[src/rtl/rs422_test_if.sv]
// RS-422 link tester: sends a programmable byte as 8N1 frames on five outputs and
// counts received/mismatched frames on nine inputs, all controlled over the OPB bus.
module rs422_test_if #(
   parameter int CLK_DIV = 868
) (
   input  logic        OPB_CLK,
   input  logic        OPB_RST,
   input  logic [31:0] OPB_DI,
   output logic [31:0] OPB_DO,
   input  logic [31:0] OPB_ADDR,
   input  logic        RS422_WE,
   input  logic        RS422_RE,
   input  logic        SYNC_LOC_MONITOR,
   input  logic        SYNC_MONITOR,
   input  logic        DMD_MSSB_RX,
   input  logic        ENCODER_RX1,
   input  logic        ENCODER_RX2,
   input  logic        BMPLS,
   input  logic        PRI_QUADR_A,
   input  logic        PRI_QUADR_B,
   input  logic        PRI_QUADR_I,
   output logic        SYNC_LOC_OUT,
   output logic        SYNC_OUT,
   output logic        DMD_MSSB_TX,
   output logic        ENCODER_TX1,
   output logic        ENCODER_TX2
);
   localparam int HALF = CLK_DIV / 2;
   localparam int CW   = $clog2(CLK_DIV);
   localparam int NCH  = 9;

   typedef enum logic {TX_IDLE, TX_SEND} tx_state_t;
   typedef enum logic [1:0] {RX_IDLE, RX_START, RX_DATA, RX_STOP} rx_state_t;

   logic [4:0]  addr;
   logic        ctl_wr, ctl_start, ctl_stop, ctl_clear;
   logic [7:0]  test_pattern;
   logic [31:0] tx_trans_bytes;
   logic [31:0] rdata;
   logic        unused_addr;

   tx_state_t   tx_state;
   logic        tx_line, tx_busy, run, tx_done, stop_req, tx_forever, tx_last;
   logic [CW-1:0] tx_baud;
   logic [3:0]  tx_bit;
   logic [7:0]  tx_shift;
   logic [31:0] tx_left;

   logic [NCH-1:0] rx_in, rx_prev, rx_done, rx_bad;
   logic [1:0]     rx_sync  [NCH];
   rx_state_t      rx_state [NCH];
   logic [CW-1:0]  rx_baud  [NCH];
   logic [2:0]     rx_bit   [NCH];
   logic [7:0]     rx_data  [NCH];
   logic [31:0]    recv_cnt [NCH];
   logic [31:0]    err_cnt  [NCH];
   logic [NCH-1:0] recv_flag, err_flag;

   assign addr        = OPB_ADDR[4:0];
   assign unused_addr = ^OPB_ADDR[31:5];
   assign ctl_wr      = RS422_WE && (addr == 5'h02);
   assign ctl_start   = ctl_wr && OPB_DI[0];
   assign ctl_stop    = ctl_wr && OPB_DI[1];
   assign ctl_clear   = ctl_wr && OPB_DI[2];
   assign tx_last     = !tx_forever && (tx_left == 32'd1);

   assign rx_in = {PRI_QUADR_I, PRI_QUADR_B, PRI_QUADR_A, BMPLS, ENCODER_RX2,
                   ENCODER_RX1, DMD_MSSB_RX, SYNC_MONITOR, SYNC_LOC_MONITOR};

   assign SYNC_LOC_OUT = tx_line;
   assign SYNC_OUT     = tx_line;
   assign DMD_MSSB_TX  = tx_line;
   assign ENCODER_TX1  = tx_line;
   assign ENCODER_TX2  = tx_line;

   always_ff @(posedge OPB_CLK or negedge OPB_RST) begin
      if (!OPB_RST) begin
         test_pattern   <= '0;
         tx_trans_bytes <= '0;
      end else if (RS422_WE) begin
         if (addr == 5'h00) test_pattern <= OPB_DI[7:0];
         if (addr == 5'h01) tx_trans_bytes <= OPB_DI;
      end
   end

   // Transmitter and test control. The next line level is registered one bit ahead,
   // so the start bit leaves on the very edge that accepts START.
   always_ff @(posedge OPB_CLK or negedge OPB_RST) begin
      if (!OPB_RST) begin
         tx_state   <= TX_IDLE;
         tx_line    <= 1'b1;
         tx_busy    <= 1'b0;
         run        <= 1'b0;
         tx_done    <= 1'b0;
         stop_req   <= 1'b0;
         tx_forever <= 1'b0;
         tx_baud    <= '0;
         tx_bit     <= '0;
         tx_shift   <= '0;
         tx_left    <= '0;
      end else if (ctl_clear) begin
         tx_state <= TX_IDLE;
         tx_line  <= 1'b1;
         tx_busy  <= 1'b0;
         run      <= 1'b0;
         tx_done  <= 1'b0;
         stop_req <= 1'b0;
      end else begin
         if (ctl_stop) begin
            run <= 1'b0;
            if (tx_busy) stop_req <= 1'b1;
         end else if (ctl_start && !tx_busy) begin
            run        <= 1'b1;
            tx_done    <= 1'b0;
            tx_busy    <= 1'b1;
            stop_req   <= 1'b0;
            tx_state   <= TX_SEND;
            tx_left    <= tx_trans_bytes;
            tx_forever <= (tx_trans_bytes == 32'd0);
            tx_shift   <= test_pattern;
            tx_bit     <= '0;
            tx_baud    <= '0;
            tx_line    <= 1'b0;
         end
         if (tx_state == TX_SEND) begin
            if (tx_baud == CW'(CLK_DIV - 1)) begin
               tx_baud <= '0;
               if (tx_bit == 4'd9) begin
                  if (!tx_forever) tx_left <= tx_left - 32'd1;
                  if (stop_req || ctl_stop || tx_last) begin
                     tx_state <= TX_IDLE;
                     tx_busy  <= 1'b0;
                     tx_line  <= 1'b1;
                     stop_req <= 1'b0;
                     if (tx_last) tx_done <= 1'b1;
                  end else begin
                     tx_bit   <= '0;
                     tx_line  <= 1'b0;
                     tx_shift <= test_pattern;
                  end
               end else begin
                  tx_bit  <= tx_bit + 4'd1;
                  tx_line <= (tx_bit == 4'd8) ? 1'b1 : tx_shift[tx_bit[2:0]];
               end
            end else begin
               tx_baud <= tx_baud + CW'(1);
            end
         end
      end
   end

   // Per-channel receivers; they always track frames and emit a one-cycle done/bad pulse.
   always_ff @(posedge OPB_CLK or negedge OPB_RST) begin
      if (!OPB_RST) begin
         rx_prev <= '1;
         rx_done <= '0;
         rx_bad  <= '0;
         for (int i = 0; i < NCH; i++) begin
            rx_sync[i]  <= 2'b11;
            rx_state[i] <= RX_IDLE;
            rx_baud[i]  <= '0;
            rx_bit[i]   <= '0;
            rx_data[i]  <= '0;
         end
      end else begin
         for (int i = 0; i < NCH; i++) begin
            rx_sync[i] <= {rx_sync[i][0], rx_in[i]};
            rx_prev[i] <= rx_sync[i][1];
            rx_done[i] <= 1'b0;
            rx_bad[i]  <= 1'b0;
            if (ctl_clear) begin
               rx_state[i] <= RX_IDLE;
            end else begin
               case (rx_state[i])
                  RX_IDLE: begin
                     if (rx_prev[i] && !rx_sync[i][1]) begin
                        rx_state[i] <= RX_START;
                        rx_baud[i]  <= '0;
                     end
                  end
                  RX_START: begin
                     if (rx_baud[i] == CW'(HALF - 1)) begin
                        rx_baud[i]  <= '0;
                        rx_bit[i]   <= '0;
                        rx_state[i] <= rx_sync[i][1] ? RX_IDLE : RX_DATA;
                     end else begin
                        rx_baud[i] <= rx_baud[i] + CW'(1);
                     end
                  end
                  RX_DATA: begin
                     if (rx_baud[i] == CW'(CLK_DIV - 1)) begin
                        rx_baud[i] <= '0;
                        rx_data[i] <= {rx_sync[i][1], rx_data[i][7:1]};
                        rx_bit[i]  <= rx_bit[i] + 3'd1;
                        if (rx_bit[i] == 3'd7) rx_state[i] <= RX_STOP;
                     end else begin
                        rx_baud[i] <= rx_baud[i] + CW'(1);
                     end
                  end
                  default: begin
                     if (rx_baud[i] == CW'(CLK_DIV - 1)) begin
                        rx_baud[i]  <= '0;
                        rx_state[i] <= RX_IDLE;
                        rx_done[i]  <= 1'b1;
                        rx_bad[i]   <= (rx_data[i] != test_pattern) || !rx_sync[i][1];
                     end else begin
                        rx_baud[i] <= rx_baud[i] + CW'(1);
                     end
                  end
               endcase
            end
         end
      end
   end

   // Saturating statistics; only frames finishing while a test runs are counted.
   always_ff @(posedge OPB_CLK or negedge OPB_RST) begin
      if (!OPB_RST) begin
         recv_flag <= '0;
         err_flag  <= '0;
         for (int i = 0; i < NCH; i++) begin
            recv_cnt[i] <= '0;
            err_cnt[i]  <= '0;
         end
      end else if (ctl_clear) begin
         recv_flag <= '0;
         err_flag  <= '0;
         for (int i = 0; i < NCH; i++) begin
            recv_cnt[i] <= '0;
            err_cnt[i]  <= '0;
         end
      end else if (run) begin
         for (int i = 0; i < NCH; i++) begin
            if (rx_done[i]) begin
               recv_flag[i] <= 1'b1;
               if (recv_cnt[i] != '1) recv_cnt[i] <= recv_cnt[i] + 32'd1;
               if (rx_bad[i]) begin
                  err_flag[i] <= 1'b1;
                  if (err_cnt[i] != '1) err_cnt[i] <= err_cnt[i] + 32'd1;
               end
            end
         end
      end
   end

   always_comb begin
      rdata = '0;
      case (addr)
         5'h00:   rdata = {24'h0, test_pattern};
         5'h01:   rdata = tx_trans_bytes;
         5'h02:   rdata = {29'h0, tx_done, run, tx_busy};
         5'h03:   rdata = {7'h0, err_flag, 7'h0, recv_flag};
         default: begin
            for (int i = 0; i < NCH; i++) begin
               if (addr == 5'(i + 4))  rdata = recv_cnt[i];
               if (addr == 5'(i + 13)) rdata = err_cnt[i];
            end
         end
      endcase
   end

   always_ff @(posedge OPB_CLK or negedge OPB_RST) begin
      if (!OPB_RST) OPB_DO <= '0;
      else if (RS422_RE) OPB_DO <= rdata;
   end
endmodule

[config.mk]
export PLATFORM = sky130hd
export DESIGN_NAME = rs422_test_if
export DESIGN_NICKNAME = d
export VERILOG_FILES = /design/src/rtl/rs422_test_if.sv
export SDC_FILE = /design/constraint.sdc
export NUM_CORES = 2
export LEC_CHECK = 0
export CAP_MARGIN = 20
export CORE_ASPECT_RATIO = 1.4
export CORE_MARGIN = 8
export CORE_UTILIZATION = 55
export CTS_CLUSTER_DIAMETER = 60
export DETAILED_ROUTE_END_ITERATION = 6
export PLACE_DENSITY = 0.72
export REMOVE_ABC_BUFFERS = 1
export SLEW_MARGIN = 40
export SYNTH_ARGS = -nofsm -noshare
export SYNTH_HDL_FRONTEND = slang
export SYNTH_SLANG_ARGS = --single-unit
[constraint.sdc]
create_clock -name OPB_CLK -period 3.3 [get_ports OPB_CLK]
set_clock_uncertainty 0.1 [all_clocks]
set_input_delay 0.495 -clock OPB_CLK [delete_from_list [all_inputs] [get_ports OPB_CLK]]
set_output_delay 0.495 -clock OPB_CLK [all_outputs]
set_load 0.005 [all_outputs]
==> impl_metrics.tcl <==
set metrics [dict create \
    tightest_slew_ns 0.8428 \
    drtAntennaViolNets 0 \
    cp.required_ns 3.84 \
    root_buffer "clkbuf_16" \
    grt_pass1_wl_mm 295.4 \
    dieArea_um2 109700 \
    finalHoldViolCount 0 \
    synth_top_flop_cell "dfrtp_1" \
    rows 136 \
    ctsHoldBuffers 1 \
    yosysSeqAreaShare 0.4494 \
    grt_usage 0.3495 \
    antenna_found_initial 0 \
    portBuffers 86 \
    p_total_w 0.03397 \
    yosysMostFrequentCell "dfrtp_1" \
    cts.sinks 979 \
    synth_edf_count 0 \
    worstPathArrival_ns 3.46 \
    period_share 0.8858 \
    fp.coreArea_um2 98350 \
    die_w_um 282.3 \
    start_util 0.5551 \
    htree_levels 3 \
    status "completed" \
    io_pins 114 \
    ys_seq_elements 979 \
    dpl.hpwl_mm 147.3 \
    reg2reg_slack_ns 0.38 \
    synth_common_cells "951 x dfrtp_1, 861 x nor2_1, 472 x nand2_1, 444 x o21ai_0, 323 x xor2_1" \
    tritoncts "built" \
    rsz0062_at_grt "false" \
    slew_viol_final 0 \
    postSynthAreaPerCell_um2 9.000 \
    synth.largest_area_cell "dfrtp_1" \
    fillerInstances 8364 \
    first_iter_violations 4669 \
    maxCapViolCount 0 \
    clkTransAtPathRegs_ns 0.06 \
    cts.repair.resized 0 \
    irDropWorstVdd_mv 0.5820 \
    clk_latency_ns 0.73 \
    syn_area_um2 54600 \
    hold_class "input port to flop" \
    fin_nets 6594 \
    leakage_nw 26.14 \
    ys_warn_count 0 \
    place.gp.congestion 1.052 \
    worstSetupPathType "flop to flop" \
    drive_gt1_frac 0.1403 \
    drcViolationCount 0 \
    viasPerCell 6.373 \
    p_per_area_nw_per_um2 535.0 \
    end_kind "flop" \
    tns_ns 0 \
    setup_viol 0 \
    synth_top_cell_area_share 0.4359 \
    grt_max_degree 85 \
    area_growth_pct 16.29 \
    num_antenna_cells 0 \
    synth_cells 6066 \
    routed_wl_mm 194.4 \
    post_drt_wl_per_cell_um 24.80 \
    max_freq_mhz 342.1 \
    fin_crit_ns 2.923 \
    fp.dieH_um 388.8 \
    dr.pass1.iters 6 \
    synthArstFlopShare 1.000 \
    clk_path_buf_depth 3 \
    relSlewSlack 0.4381 \
    synth.top_cells.by_area "dfrtp_1 44%, nor2_1 5.9%, xor2_1 5.2%" \
    critPathLaunchType "flop" \
    cts_buffers 100 \
    first_global_vias 48490 \
    dr_total_vias 49960 \
    ys_types 103 \
    post_cts_buffers 0 \
    grt-ovfl-total 0 \
    worstPathMaxFanout 11 \
]
==> worst max-delay path, cell delays in order (launching register included) <==
cell     delay [ns]
dfrtp_1        0.54
nand4_1        0.26
nor4_1         0.43
buf_4          0.20
nand3_1        0.07
nor2b_1        0.24
o21ai_1        0.62
o21ai_0        0.21
a21oi_1        0.18
==> per-stage QoR <==
step           worst slack (ns)  instance area (um^2)  std cells  utilization  hold WS (ns)
2_1_floorplan            -12.80                 53340       5763            -       0.09941
3_3_place_gp            -0.1845                 60190       7660       0.6120        0.2461
3_5_place_dp            -0.1971                 60210       7660       0.6121        0.2473
4_1_cts                  0.3096                 63460       7839       0.6452       0.03256
5_1_grt                  0.2150                 63490       7840       0.6455       0.05305
6_report                 0.3769                 63490       7840       0.6455       0.06957
==> power by group <==
part	switching, W	internal [W]	leakage (nW)	total (W)
clock	0.00501	0.00635	1.60	0.0114
sequential	0.00289	0.0136	11.9	0.0165
combinational	0.00339	0.00272	12.7	0.00611
==> logic make-up (layout without fill, tap and decap cells) <==
| group | after synthesis | count (layout) | synth area share |
|---|---|---|---|
| simple gates | 2583 | 2583 | 0.2343 |
| compound gates | 1294 | 1294 | 0.1479 |
| flops | 979 | 979 | 0.4494 |
| buf+inv | 428 | 891 | 0.03167 |
| fa+ha+maj | 64 | 64 | 0.01467 |
| mux | 158 | 158 | 0.03234 |
| xor+xnor | 560 | 560 | 0.08984 |
==> sequential cells by signal, indices dropped and copies added, names as in the netlist, 9 cells and up <==
register and flops:
err_cnt 288, OPB_DO 32, rx_bad 9, rx_done 9, rx_bit 27, rx_data 72
rx_prev 9, rx_baud 90, tx_trans_bytes 32, rx_sync 18, tx_left 32, err_flag 9
tx_baud 10, rx_state 18, recv_cnt 288, recv_flag 9
==> layout make-up <==
cell class,count,area (um^2),share of cell area
multi-input combinational,4659,28410,0.4474
sequential,979,24530,0.3864
timing repair buffer,588,5197,0.08186
clock buffer,142,2892,0.04554
tap,1311,1640,0.02584
inverter,125,469.2,0.007390
clock inverter,36,350.3,0.005518
==> metal layers <==
layer | vias to the layer above | routed length, um | GRT usage
li1 | 22550 | - | -
met1 | 24630 | 73070 | 0.4227
met2 | 2153 | 90810 | 0.5649
met3 | 634 | 12430 | 0.04780
met4 | 0 | 18090 | 0.2615
met5 | - | 0 | 0
==> cell usage in the layout, fill, tap and decap left out, types with 222 or more instances in the layout <==
cell	synthesis	final
dfrtp_1	951	951
nor2_1	861	859
nand2_1	472	472
buf_4	6	453
o21ai_0	444	444
xor2_1	323	323
a21oi_1	303	301
nand3_1	280	280
xnor2_1	237	237
nand4_1	222	222
==> path summary, 6_finish.rpt <==
| kind | to | from | cells past startpoint |
|---|---|---|---|
| max in group asynchronous | OPB_DO[25] | OPB_RST | 4 |
| max | recv_cnt[42] | recv_cnt[38] | 8 |
| max reg2reg | recv_cnt[42] | recv_cnt[38] | 8 |
| min | rx_sync[10] | ENCODER_RX1 | 1 |
| min reg2reg | rx_sync[9] | rx_sync[8] | 0 |
| min in group asynchronous | tx_trans_bytes[22] | OPB_RST | 2 |
Power figures use the tool's default switching activity.
